--- src/rtl/lfsr_rnd_gen_if.sv ---
// Request/response bundle between the main controller and lfsr_rnd_gen.
//   master (controller): drives start_rnd, seed_load, seed_in; observes done_rnd, busy, rnd_out
//   slave  (generator) : the reverse
// WIDTH must match the generator's WIDTH.
interface lfsr_rnd_gen_if #(
  parameter int WIDTH = 16
);
  logic             start_rnd;
  logic             seed_load;
  logic [WIDTH-1:0] seed_in;
  logic             done_rnd;
  logic             busy;
  logic [WIDTH-1:0] rnd_out;

  modport master (
    output start_rnd, seed_load, seed_in,
    input  done_rnd, busy, rnd_out
  );

  modport slave (
    input  start_rnd, seed_load, seed_in,
    output done_rnd, busy, rnd_out
  );
endinterface

--- src/rtl/lfsr_rnd_gen.sv ---
// Pseudo-random value generator sitting behind the main controller.
// Each start_rnd request advances a Galois LFSR STEPS times and registers the
// result on rnd_out, pulsing done_rnd for one cycle. LFSR state persists
// across requests so successive requests continue one sequence.
//
// Ports:
//   clk  - rising-edge clock
//   rst  - synchronous, active-high reset
//   bus  - lfsr_rnd_gen_if.slave:
//            start_rnd  request pulse, sampled only in IDLE
//            seed_load  in IDLE, load lfsr from seed_in (0 -> SEED)
//            seed_in    new seed
//            done_rnd   one-cycle pulse, rnd_out valid
//            busy       high in SHIFT and DONE
//            rnd_out    last accepted value, held until next done_rnd
//
// Optional feature macro: RND_RANGE_EN
//   When defined, a result > MAX_VAL at the final shift is rejected and the
//   FSM keeps shifting one value per cycle until a value <= MAX_VAL appears.
//   When undefined, latency is fixed at STEPS+1 and MAX_VAL has no effect.
module lfsr_rnd_gen #(
  parameter int               WIDTH   = 16,
  parameter logic [WIDTH-1:0] SEED    = 16'hACE1,
  parameter logic [WIDTH-1:0] TAPS    = 16'hB400,
  parameter int               STEPS   = 2,
  parameter logic [WIDTH-1:0] MAX_VAL = 16'h3FFF
) (
  input  logic                clk,
  input  logic                rst,
  lfsr_rnd_gen_if.slave       bus
);

  localparam int CW = $clog2(STEPS + 1);
  localparam logic [CW-1:0] LAST = CW'(STEPS - 1);

`ifdef RND_RANGE_EN
  localparam bit RANGE_EN = 1'b1;
`else
  localparam bit RANGE_EN = 1'b0;
`endif

  localparam logic [1:0] IDLE  = 2'd0;
  localparam logic [1:0] SHIFT = 2'd1;
  localparam logic [1:0] DONE  = 2'd2;

  logic [1:0]       state;
  logic [WIDTH-1:0] lfsr;
  logic [WIDTH-1:0] lfsr_nxt;
  logic [WIDTH-1:0] rnd_q;
  logic [CW-1:0]    cnt;
  logic             accept;

  // Galois step: shift right, fold the taps in when a 1 falls out.
  assign lfsr_nxt = (lfsr >> 1) ^ (lfsr[0] ? TAPS : '0);

  // With the range check disabled every final value is accepted; the compare
  // is then constant-folded away.
  assign accept = !RANGE_EN || (lfsr_nxt <= MAX_VAL);

  always_ff @(posedge clk) begin
    if (rst) begin
      state <= IDLE;
      lfsr  <= SEED;
      rnd_q <= '0;
      cnt   <= '0;
    end else begin
      case (state)
        IDLE: begin
          // start has priority; a simultaneous seed_load is dropped
          if (bus.start_rnd) begin
            state <= SHIFT;
            cnt   <= '0;
          end else if (bus.seed_load) begin
            lfsr <= (bus.seed_in == '0) ? SEED : bus.seed_in;
          end
        end
        SHIFT: begin
          lfsr <= lfsr_nxt;
          // cnt saturates at LAST so rejected values keep being re-checked
          if (cnt == LAST) begin
            if (accept) begin
              state <= DONE;
              rnd_q <= lfsr_nxt;
            end
          end else begin
            cnt <= cnt + CW'(1);
          end
        end
        DONE:    state <= IDLE;
        default: state <= IDLE;
      endcase
      // all-zero is a lock-up state; recover rather than trust it can't occur
      if (lfsr == '0) lfsr <= SEED;
    end
  end

  assign bus.done_rnd = (state == DONE);
  assign bus.busy     = (state == SHIFT) || (state == DONE);
  assign bus.rnd_out  = rnd_q;

endmodule

--- src/flat_wrapper.sv ---
// flat-port wrapper written by rule: the top's interface ports become plain ports
module lfsr_rnd_gen_flat 
#(
  parameter int               WIDTH   = 16,
  parameter logic [WIDTH-1:0] SEED    = 16'hACE1,
  parameter logic [WIDTH-1:0] TAPS    = 16'hB400,
  parameter int               STEPS   = 2,
  parameter logic [WIDTH-1:0] MAX_VAL = 16'h3FFF
)
  (clk, rst, bus_start_rnd, bus_seed_load, bus_seed_in, bus_done_rnd, bus_busy, bus_rnd_out);
  lfsr_rnd_gen_if #(.WIDTH(WIDTH)) bus_i ();
  input  logic clk;
  input  logic rst;
  input wire logic [$bits(bus_i.start_rnd)-1:0] bus_start_rnd;
  input wire logic [$bits(bus_i.seed_load)-1:0] bus_seed_load;
  input wire logic [$bits(bus_i.seed_in)-1:0] bus_seed_in;
  output wire logic [$bits(bus_i.done_rnd)-1:0] bus_done_rnd;
  output wire logic [$bits(bus_i.busy)-1:0] bus_busy;
  output wire logic [$bits(bus_i.rnd_out)-1:0] bus_rnd_out;
  assign bus_i.start_rnd = bus_start_rnd;
  assign bus_i.seed_load = bus_seed_load;
  assign bus_i.seed_in = bus_seed_in;
  assign bus_done_rnd = bus_i.done_rnd;
  assign bus_busy = bus_i.busy;
  assign bus_rnd_out = bus_i.rnd_out;
  lfsr_rnd_gen #(.WIDTH(WIDTH), .SEED(SEED), .TAPS(TAPS), .STEPS(STEPS), .MAX_VAL(MAX_VAL)) u_core (.clk(clk), .rst(rst), .bus(bus_i));
endmodule
--- config.mk ---
export PLATFORM = sky130hd
export DESIGN_NAME = lfsr_rnd_gen_flat
export DESIGN_NICKNAME = d
export VERILOG_FILES = /design/src/rtl/lfsr_rnd_gen_if.sv /design/src/rtl/lfsr_rnd_gen.sv /design/src/flat_wrapper.sv
export SDC_FILE = /design/constraint.sdc
export NUM_CORES = 1
export LEC_CHECK = 0
export BUFFER_PORTS_ARGS = -buffer_cell sky130_fd_sc_hd__buf_4
export CAP_MARGIN = 20
export CORE_MARGIN = 3
export CORE_UTILIZATION = 45
export CTS_BUF_LIST = sky130_fd_sc_hd__clkbuf_2
export DETAILED_ROUTE_END_ITERATION = 10
export PLACE_DENSITY = 0.66
export SYNTH_ARGS = -nofsm -noshare
export SYNTH_HDL_FRONTEND = slang
export SYNTH_SLANG_ARGS = --single-unit
--- constraint.sdc ---
create_clock -name clk -period 1.9 [get_ports clk]
set_clock_uncertainty 0.2 [all_clocks]
set_input_delay 0.38 -clock clk [delete_from_list [all_inputs] [get_ports clk]]
set_output_delay 0.38 -clock clk [all_outputs]
set_load 0.02 [all_outputs]
### Yosys cells after proc, flatten, opt, wreduce, memory -nomap -nowiden

Index checks and enable logic that the tools add are counted.

| storage, ports and cells | value |
|---|---|
| flip-flop bits (word level) | 36 |
| input bits | 20 |

| operators by class | value |
|---|---|
| reduce and logical (&&, ||, !) cells | 10 |
| add/subtract/negate cells | 1 |
| equal/unequal tests | 8 |
| bitwise gates (word level) | 1 |
| mux-type cells | 11 |

Operator list:

| cell | count |
|---|---|
| $mux 16 | 4 |
| $logic_not 16->1 | 2 |
| $pmux 16 s2 | 1 |
| $xor 15x16->16 | 1 |
| $mux 2 | 4 |
| $ne 2x2->1 const B | 4 |
| $pmux 2 s2 | 2 |
| $reduce_and 3->1 | 2 |
| $eq 2x1->1 const B | 2 |
| $reduce_and 2->1 | 2 |
| $add 2x1->2 const B | 1 |
| $eq 2x2->1 const B | 1 |
| $logic_not 2->1 | 1 |
| $ne 2x1->1 const B | 1 |
| $reduce_bool 2->1 | 1 |
| $reduce_or 2->1 | 1 |
| $logic_or 1x1->1 | 1 |

### Longest topological paths before layout

| logic depth | value |
|---|---|
| depth in word-level cells | 5 |
| mapped depth | 7 |

### Worst setup path after synthesis

No wires, ideal clock.

| timing path | value |
|---|---|
| kind | register to register |
| start point | register u_core.state[0] |
| end point | register u_core.lfsr[12] |
| arrival | 1.303 ns |
| library setup time | 0.120 ns |
| slack | 0.277 ns |
| period minus slack after synthesis | 1.623 ns |
| stages on the path, launching flop included | 8 |
| cells stage by stage | dfxtp_1 > inv_1 > ha_1 > nor2b_4 > a22o_2 > buf_4 > o211ai_1 > a21oi_1 |

| on the way | value |
|---|---|
| longest elaborated chain between the ends | 3 |

RTL lines:

| what | line | text |
|---|---|---|
| start, declared | lfsr_rnd_gen.sv:46 | `logic [1:0] state;` |
| start signal, assigned | lfsr_rnd_gen.sv:62 | `state <= IDLE;` |
| start signal, assigned | lfsr_rnd_gen.sv:71 | `state <= SHIFT;` |
| start signal, assigned | lfsr_rnd_gen.sv:82 | `state <= DONE;` |
| $logic_not 2->1 or $eq 2x1->1 (tied branches) | lfsr_rnd_gen.sv:67 | `case (state)` |
| $ne 2x2->1 (no source line) or $reduce_bool 2->1 (tied branches) | - |  |
| $reduce_and 3->1 (no source line) | - |  |
| end signal, assigned | lfsr_rnd_gen.sv:74 | `lfsr <= (bus.seed_in == '0) ? SEED : bus.seed_in;` |
| end signal, assigned | lfsr_rnd_gen.sv:78 | `lfsr <= lfsr_nxt;` |
| end, declared | lfsr_rnd_gen.sv:47 | `logic [WIDTH-1:0] lfsr;` |

Parallel ways exist; a longest one is shown, timed or not.
A chain may end at the register's enable or synchronous reset.

### Worst setup path in the final report

| timing path | value |
|---|---|
| start point | register u_core.state[0] |
| end point | output port bus_busy |

| on the way | value |
|---|---|
| longest elaborated chain between the ends | 2 |

RTL lines:

| what | line | text |
|---|---|---|
| $eq 2x1->1 or $eq 2x2->1 (tied branches) | lfsr_rnd_gen.sv:98 | `assign bus.busy = (state == SHIFT) \|\| (state == DONE);` |
| $logic_or 1x1->1 (*) | lfsr_rnd_gen.sv:98 |  |
| end, declared | flat_wrapper.sv:18 | `output wire logic [$bits(bus_i.busy)-1:0] bus_busy;` |

Mark *: on every way between the ends. The rest lies on a longest branch, timed or not.

==> flow_metrics.py <==
metrics = {
    "outcome": {
        "status": "finished clean",
    },
    "sta": {
        "max_freq_mhz": 547,
        "finalSetupTns_ns": 0,
        "period_minus_slack_ns": 1.83,
        "rsz0062_at_grt": "false",
        "setup_viol": 0,
        "period_share_pct": 96.1,
        "hold_viol": 0,
        "slew_viol_final": 0,
        "worst_pin_slew_ns": 0.441,
        "worst_slew_margin_rel_pct": 70.6,
        "timing.hold.ws_ns": 0.0547,
    },
    "clock_tree": {
        "cts_tree": "built",
        "cts_made_buffers": 5,
        "cts_root_buffer": "clkbuf_2",
        "holdBufCountCts": 0,
        "clock_latency_ns": 0.38,
        "cts.repair.resized": 0,
        "clock_sinks": 36,
        "clockBufferDepth": 2,
        "path_clk_slew_ns": 0.19,
        "h-tree-depth": 2,
        "cts_setup_buffers": 0,
    },
    "floorplan": {
        "dieArea_sq_um": 4460,
        "die_h_microns": 66.8,
        "start_util_pct": 48.3,
        "die_w_microns": 66.8,
        "core_area_sq_um": 3440,
        "ios": 38,
        "num_rows": 21,
    },
    "synth": {
        "ys_ff_latch": 36,
        "ys_warn_count": 0,
        "syn-num-nets": 219,
        "netlist_area_sq_um": 1660,
        "synth_top_flop_cell": "dfxtp_1",
        "synthDistinctLibCells": 33,
        "syn_avg_cell_area_sq_um": 8.53,
        "synth_top_area_share_pct": 43.3,
        "synthCells": 195,
        "ys_seq_area_share_pct": 43.3,
        "synth_top_cell_by_area": "dfxtp_1",
        "synth_area_leaders": "dfxtp_1, nand2_1, a21oi_1, a211oi_1, mux2i_1",
        "synth_edf_count": 0,
        "synthArstFlopShare_pct": 0,
        "post-synth-top-count-cell": "dfxtp_1",
        "yosys-top-cells-count": "dfxtp_1, nand2_1, a21oi_1",
    },
    "drt": {
        "num_vias": 1508,
        "ant_nets": 0,
        "dr.pass1.iters": 4,
        "wl_per_cell_microns": 13.9,
        "drt-initial-drc-count": 121,
        "post-route-drc-count": 0,
        "vias_per_cell": 5.42,
        "drt-total-wl_microns": 3850,
    },
    "worst_setup_path": {
        "critPathKind": "reg -> out",
        "critPathLaunchType": "flip-flop",
        "cpMaxStageDelayCell": "dfxtp_2",
        "arrival_ns": 1.25,
        "endpoint_kind": "output pin",
        "crit_chain": "inv_1 > ha_1 > buf_4",
        "path_delay_family": "flip-flops",
        "worstPathMaxFanout": 3,
        "crit_buf_inv": 2,
        "required_ns": 1.32,
        "cp_slowest_stage_delay_ns": 0.38,
    },
    "power_and_ir_drop": {
        "p_leak_nw": 0.767,
        "p_switching_mw": 0.494,
        "max-vdd-ir-drop_mv": 0.425,
        "p_sw_share_pct": 29.6,
        "p_int_mw": 1.18,
        "power.density_nw_per_um2": 831,
        "power_frac_comb_pct": 19.0,
        "clockPowerShare_pct": 29.0,
        "power_frac_seq_pct": 51.9,
    },
    "cells_and_area": {
        "diodes": 0,
        "drive_gt1_share_pct": 24.6,
        "nNetsFinal": 255,
        "area_growth_pct": 20.9,
    },
    "job": {
        "drv_cap": 0,
    },
    "global_route": {
        "antenna_found_initial": 0,
        "grt_use_total_pct": 18.4,
        "grt_max_degree": 24,
        "grt_first_pass_wirelength_microns": 6230,
        "grt_pass1_vias": 1344,
        "overflow": 0,
    },
    "min_path": {
        "hold_class": "in -> reg",
    },
    "place": {
        "port_buffers": 37,
        "place_hpwl_microns": 2900,
        "gp_congestion": 0.837,
    },
}
[power by group through the flow]
| stage | combinational, mW | sequential [mW] | clock [mW] |
|---|---|---|---|
| 2_1_floorplan | 0.237 | 0.862 | 0 |
| 3_5_place_dp | 0.312 | 0.880 | 0 |
| 5_1_grt | 0.353 | 0.874 | 0.527 |
| 6_report | 0.318 | 0.867 | 0.485 |
| 3_3_place_gp | 0.303 | 0.879 | 0 |
| 4_1_cts | 0.313 | 0.864 | 0.491 |
[registers in the layout, summed over array words and instances (netlist names)]
name and flops:
u_core.bus.rnd_out 16, u_core.cnt 2, u_core.lfsr 16, u_core.state 2
[kinds of logic (layout without fill, tap and decap cells)]
family / count (synthesis) / count (layout) / share of synthesized area [%]
AO/OA/AOI/OAI: 58 / 58 / 21.6
XOR/XNOR: 3 / 3 / 1.58
adder cells (fa/ha/maj): 4 / 4 / 3.01
buffers and inverters: 18 / 55 / 7.00
flip-flops: 36 / 36 / 43.3
multiplexers: 8 / 8 / 4.89
AND/OR/NAND/NOR: 68 / 68 / 18.6
[worst min-delay path: stages]
cell     delay (ns)
buf_4          0.08
nor3_1         0.05
o21ai_1        0.11
[layer usage]
layer  vias up  global-route usage [%]  share of wire, %
met3         8                    6.24               7.1
met5         -                       0                 0
li1        771                       -                 -
met1       683                    25.8                49
met4         0                    5.84               1.6
met2        46                    26.5                43
[cell type report]
| cell class | instances | area [sq um] |
|---|---|---|
| clock buffers | 6 | 30.0 |
| clock inverters | 2 | 35.0 |
| fillers | 329 | 1430 |
| inverters | 6 | 22.5 |
| multi-input cells | 141 | 836 |
| flip-flops and latches | 36 | 722 |
| well taps | 46 | 57.6 |
| repair buffers | 41 | 308 |
[cell usage in the layout (no fill, tap or decap), drive strengths merged, types with 2 or more instances in the layout]
cell,n
dfxtp,36
o21ai,12
nor2,13
buf,41
mux2i,7
a22oi,2
o311ai,3
a22o,2
inv,6
clkbuf,6
nand2,35
nor3,8
nor4,8
a21oi,25
a211oi,11
ha,4
xnor2,3
[metrics by stage]
stage / utilization, % / power, mW / cell area, sq um / setup WS (ns) / instances
after floorplan: - / 1.10 / 1660 / 0.277 / 195
after global placement: 56.2 / 1.18 / 1930 / 0.174 / 270
after detailed placement: 56.2 / 1.19 / 1930 / 0.106 / 270
after CTS: 58.1 / 1.67 / 2000 / 0.0267 / 278
after global routing: 58.4 / 1.75 / 2010 / 0.00808 / 278
final: 58.4 / 1.67 / 2010 / 0.0733 / 278
[final timing paths]
| kind | from | endpoint | slack, ns | cells past startpoint |
|---|---|---|---|---|
| min | bus_seed_in[11] | u_core.lfsr[11]$_SDFFE_PP1P_ | 0.05 | 3 |
| max | u_core.state[0]$_SDFFE_PP0P_ | bus_busy | 0.07 | 3 |
| min reg2reg | u_core.bus.rnd_out[15]$_SDFFE_PP0P_ | u_core.bus.rnd_out[15]$_SDFFE_PP0P_ | 0.27 | 2 |
| max reg2reg | u_core.state[1]$_SDFFE_PP0P_ | u_core.bus.rnd_out[12]$_SDFFE_PP0P_ | 0.20 | 7 |
Note: power is estimated with default switching activity, not from simulation.
